[config.mk]
export PLATFORM = sky130hd
export DESIGN_NAME = imm_decode_stage
export DESIGN_NICKNAME = d
export VERILOG_FILES = /design/src/rtl/imm_decode_stage.sv
export SDC_FILE = /design/constraint.sdc
export NUM_CORES = 1
export LEC_CHECK = 0
export CORE_UTILIZATION = 56
export DETAILED_ROUTE_END_ITERATION = 16
export PLACE_DENSITY = 0.87
export SYNTH_ARGS = -nofsm -noshare
export SYNTH_HDL_FRONTEND = slang
export SYNTH_SLANG_ARGS = --single-unit
[constraint.sdc]
create_clock -name clk -period 4.21 [get_ports clk]
set_input_delay 0.421 -clock clk [delete_from_list [all_inputs] [get_ports clk]]
set_output_delay 0.421 -clock clk [all_outputs]
set_load 0.02 [all_outputs]
[src/rtl/imm_decode_stage.sv]
// Registered immediate-decode stage with a 2-entry skid buffer; one cycle latency, in_ready is purely registered.
// Optional CSR-immediate (Z format) decode is enabled by defining IMMGEN_ZICSR_EN.
module imm_decode_stage #(
   parameter int XLEN  = 32,
   parameter int TAG_W = 8
) (
   input  logic             clk,
   input  logic             rst,
   input  logic             flush,
   input  logic             in_valid,
   output logic             in_ready,
   input  logic [31:0]      in_inst,
   input  logic [TAG_W-1:0] in_tag,
   output logic             out_valid,
   input  logic             out_ready,
   output logic [31:0]      out_inst,
   output logic [TAG_W-1:0] out_tag,
   output logic [XLEN-1:0]  out_imm,
   output logic [2:0]       out_fmt
);

   localparam logic [2:0] FMT_NONE = 3'd0;
   localparam logic [2:0] FMT_I    = 3'd1;
   localparam logic [2:0] FMT_S    = 3'd2;
   localparam logic [2:0] FMT_B    = 3'd3;
   localparam logic [2:0] FMT_U    = 3'd4;
   localparam logic [2:0] FMT_J    = 3'd5;
`ifdef IMMGEN_ZICSR_EN
   localparam logic [2:0] FMT_Z    = 3'd6;
`endif

   logic [31:0]      dec_imm32;
   logic [2:0]       dec_fmt;
   logic [XLEN-1:0]  dec_imm;

   logic             skid_valid;
   logic [31:0]      skid_inst;
   logic [TAG_W-1:0] skid_tag;
   logic [XLEN-1:0]  skid_imm;
   logic [2:0]       skid_fmt;

   logic             in_fire;
   logic             out_fire;

   // Every format fits in 32 bits with bit 31 as the sign; widening happens once below.
   always_comb begin
      dec_imm32 = '0;
      dec_fmt   = FMT_NONE;
      case (in_inst[6:0])
         7'b0010011, 7'b0000011, 7'b1100111: begin
            dec_fmt   = FMT_I;
            dec_imm32 = {{20{in_inst[31]}}, in_inst[31:20]};
         end
         7'b0011011: begin
            if (XLEN == 64) begin
               dec_fmt   = FMT_I;
               dec_imm32 = {{20{in_inst[31]}}, in_inst[31:20]};
            end
         end
         7'b0100011: begin
            dec_fmt   = FMT_S;
            dec_imm32 = {{20{in_inst[31]}}, in_inst[31:25], in_inst[11:7]};
         end
         7'b1100011: begin
            dec_fmt   = FMT_B;
            dec_imm32 = {{20{in_inst[31]}}, in_inst[7], in_inst[30:25], in_inst[11:8], 1'b0};
         end
         7'b0110111, 7'b0010111: begin
            dec_fmt   = FMT_U;
            dec_imm32 = {in_inst[31:12], 12'b0};
         end
         7'b1101111: begin
            dec_fmt   = FMT_J;
            dec_imm32 = {{12{in_inst[31]}}, in_inst[19:12], in_inst[20], in_inst[30:21], 1'b0};
         end
`ifdef IMMGEN_ZICSR_EN
         7'b1110011: begin
            if (in_inst[14]) begin
               dec_fmt   = FMT_Z;
               dec_imm32 = {27'b0, in_inst[19:15]};
            end else begin
               dec_fmt   = FMT_I;
               dec_imm32 = {{20{in_inst[31]}}, in_inst[31:20]};
            end
         end
`endif
         default: begin
            dec_fmt   = FMT_NONE;
            dec_imm32 = '0;
         end
      endcase
   end

   generate
      if (XLEN == 64) begin : g_x64
         assign dec_imm = {{32{dec_imm32[31]}}, dec_imm32};
      end else if (XLEN == 32) begin : g_x32
         assign dec_imm = dec_imm32;
      end else begin : g_bad_xlen
         $error("imm_decode_stage: XLEN must be 32 or 64");
      end
   endgenerate

   assign in_ready = ~skid_valid;
   assign in_fire  = in_valid & in_ready;
   assign out_fire = out_valid & out_ready;

   always_ff @(posedge clk) begin
      if (rst || flush) begin
         out_valid  <= 1'b0;
         out_inst   <= '0;
         out_tag    <= '0;
         out_imm    <= '0;
         out_fmt    <= FMT_NONE;
         skid_valid <= 1'b0;
         skid_inst  <= '0;
         skid_tag   <= '0;
         skid_imm   <= '0;
         skid_fmt   <= FMT_NONE;
      end else if (!out_valid) begin
         if (in_fire) begin
            out_valid <= 1'b1;
            out_inst  <= in_inst;
            out_tag   <= in_tag;
            out_imm   <= dec_imm;
            out_fmt   <= dec_fmt;
         end
      end else if (!skid_valid) begin
         if (in_fire && out_fire) begin
            out_inst <= in_inst;
            out_tag  <= in_tag;
            out_imm  <= dec_imm;
            out_fmt  <= dec_fmt;
         end else if (in_fire) begin
            skid_valid <= 1'b1;
            skid_inst  <= in_inst;
            skid_tag   <= in_tag;
            skid_imm   <= dec_imm;
            skid_fmt   <= dec_fmt;
         end else if (out_fire) begin
            out_valid <= 1'b0;
         end
      end else if (out_fire) begin
         // Both full: in_ready is low, so the only move is skid into main.
         skid_valid <= 1'b0;
         out_inst   <= skid_inst;
         out_tag    <= skid_tag;
         out_imm    <= skid_imm;
         out_fmt    <= skid_fmt;
      end
   end

endmodule

==> results.toml <==
[yosys]
synth_cell_types = 45
synth_nets = 822
syn_area_per_cell_um2 = 8.121
syn_inst = 777
ys_warn_count = 0
async_flop_share = 0
synth_edf_count = 0
yosys_most_used_dff = "dfxtp_1"
ys_ff_latch = 152
syn-cell-area_um2 = 6310
ys_seq_area_frac = 0.4823

[clocking]
cts_setup_buffers = 0
cts-root-buf = "clkbuf_8"
cts_tree = "built"
clock_sinks = 152
cts.clk_slew.worst_paths_ns = 0.06
clk_path_buf_depth = 2
cts_buffers = 17
ctsHoldBuffers = 0
worstSkewPairLatency_ns = 0.53
cts_max_level = 4
post_cts_resized = 0

[worst_setup_path]
endpoint_kind = "flop"
crit_arrival_ns = 2.93
cp_max_fo = 16
critPathKind = "in -> reg"
r2r-start = "out_valid$_SDFF_PP0_"
ff2ff_path_depth = 5
required_ns = 4.56
r2r_setup_slack_ns = 1.66
cp-start-kind = "primary input"
reg2reg_to = "out_inst[4]$_SDFFE_PP0P_"

[timing]
finalClockSkew_ns = 0.005965
tns_ns = 0
hold_viol_final = 0
min_period_ns = 2.579
min_period_over_period = 0.6127
slew_headroom = 0.2491
fmax_mhz = 387.7
finalSetupViolCount = 0
worst_slew_pin_slew_ns = 1.126
rsz0062_at_grt = "no"
drv_slew = 0

[final_layout]
n_antenna_cell = 0
drive_above_1_share = 0.07692
final_nets = 903
area_growth_pct = 29.65
fillers = 761
fin_area_um2 = 8180

[die]
io_pins = 122
die_area_um2 = 11700
rows = 38
core_um2 = 10890
die_w_um = 108.2
start_util = 0.5795
die_h_um = 108.2

[grt]
grt_usage = 0.3193
grt_max_degree = 98
grt_pass1_wl_um = 29010
overflow = 0
grt_pass1_vias = 6044
antenna_found_initial = 0

[power_and_ir_drop]
p_int_mw = 2.766
power.density_nw_per_um2 = 437.2
p_switching_mw = 0.8105
p_comb_frac = 0.093
seqPwrFrac = 0.418
ir_drop_uv = 300.6
power.total_mw = 3.577
p_leak_nw = 2.787
sw_frac_of_total = 0.2266
pwr-share-clk = 0.490

[route]
firstDrtPassIters = 5
wl_um = 18260
drt-initial-drc-count = 612
drt-met1-wl_um = 7150
detail_route.vias_per_cell = 6.175
wl_met2_um = 8992
highest_layer = "met4"
vias = 6243
met3_length_um = 1572
drc = 0
final_antenna_net_count = 0
routedWlPerCell_um = 18.06

[min_path]
hold_class = "reg -> reg"
min_delay_worst_endpoint = "skid_inst[24]$_SDFFE_PP0P_"
min_delay_path_depth = 2
worstHoldStart = "skid_inst[24]$_SDFFE_PP0P_"

[placed_design]
gp_congestion = 0.8440
hpwl_um = 11160
portBuffers = 121
dpl_cell_area_um2 = 7498

[flow_run]
drv_cap = 0

[status]
status = "finished clean"
[worst max path at each step]
stage / from / to / slack, ns / cells past startpoint
after floorplan: out_valid$_SDFF_PP0_ / out_imm[12]$_SDFFE_PP0P_ / 2.53 / 6
after global placement: in_inst[3] / out_imm[25]$_SDFFE_PP0P_ / 1.21 / 5
after detailed placement: in_inst[3] / out_imm[25]$_SDFFE_PP0P_ / 1.10 / 5
after CTS: in_inst[3] / out_imm[25]$_SDFFE_PP0P_ / 1.63 / 5
after global routing: in_inst[3] / out_imm[25]$_SDFFE_PP0P_ / 1.47 / 5
final: in_inst[3] / out_imm[25]$_SDFFE_PP0P_ / 1.63 / 5
[layout by cell type (no fill, tap or decap), types with 2 or more instances in the layout]
cell,instances
clkbuf_16,16
o21ai_1,2
a22oi_1,4
a21oi_1,80
nor3_1,9
o21bai_1,9
clkbuf_1,2
a31oi_1,13
clkinvlp_4,3
dfxtp_1,152
o21ai_0,63
nor2_1,51
a41oi_1,8
nand4_1,5
buf_4,12
and2_1,2
bufinv_16,7
nand4b_1,2
clkdlybuf4s50_1,121
nand3_1,19
clkbuf_8,2
a311oi_1,40
nand2_1,202
inv_1,3
o211ai_1,7
a221oi_2,10
[per-layer routing]
metal	global-route usage	vias to the layer above
li1	-	2905
met1	0.3850	2939
met2	0.5432	352
met3	0.07173	47
met4	0.1409	0
met5	0	-
[state kept, by name (all words and copies together), names as in the netlist]
register,cells
out_fmt,3
out_imm,32
out_inst,32
out_tag,8
out_valid,1
skid_fmt,3
skid_imm,32
skid_inst,32
skid_tag,8
skid_valid,1
[Yosys cell counts, types with 3 or more instances]
| library cell | count | area, µm² |
|---|---|---|
| buf_1 | 4 | 15.01 |
| nand4_1 | 5 | 31.28 |
| dfxtp_1 | 152 | 3043 |
| a311oi_1 | 40 | 350.3 |
| o21ai_0 | 63 | 315.3 |
| nor3_1 | 9 | 45.04 |
| buf_2 | 18 | 90.09 |
| nand3_1 | 19 | 95.09 |
| o21bai_1 | 9 | 67.56 |
| nand2_1 | 203 | 762.0 |
| clkbuf_1 | 43 | 161.4 |
| a21oi_1 | 80 | 400.4 |
| a221oi_2 | 10 | 150.1 |
| inv_1 | 3 | 11.26 |
| nor2_1 | 52 | 195.2 |
| a41oi_1 | 8 | 70.07 |
| o211ai_1 | 7 | 52.55 |
| buf_4 | 4 | 30.03 |
| a22oi_1 | 4 | 30.03 |
| a31oi_1 | 13 | 81.33 |
| and2_1 | 3 | 18.77 |
[metrics by stage]
stage,util,hold slack [ns],std cells,worst slack (ns)
3_5_place_dp,0.6887,0.4436,979,1.102
4_1_cts,0.7513,0.4566,1011,1.632
2_1_floorplan,-,0.4323,777,2.530
5_1_grt,0.7513,0.4577,1011,1.466
3_3_place_gp,0.6887,0.4379,979,1.209
6_report,0.7513,0.4572,1011,1.631
[critical path: stages]
cell	delay [ns]
clkdlybuf4s50_1	0.69
nand4bb_1	0.38
o22ai_4	0.24
a211oi_2	0.98
a221oi_1	0.21
[area by class of cell]
cell class	instances	area, µm²	area share
clock buffers	20	435.4	0.05323
clock inverters	12	246.5	0.03013
inverters	3	11.26	0.001377
multi-input cells	551	2968	0.3628
flip-flops and latches	152	3043	0.3720
well taps	140	175.2	0.02141
repair buffers	133	1301	0.1591
[power by group through the flow]
stage	combinational [mW]	sequential, mW	clock, mW
after floorplan	0.143	1.56	0
after global placement	0.315	1.52	0
after detailed placement	0.325	1.52	0
after CTS	0.328	1.49	1.74
after global routing	0.354	1.50	1.81
final	0.331	1.49	1.75
[cells by family after synthesis]
family,synth area share
buffers and inverters,0.05235
muxes,0.001785
and+or+nand+nor,0.2054
AOI/OAI and AO/OA,0.2582
DFF,0.4823
(Power assumes the default switching activity.)
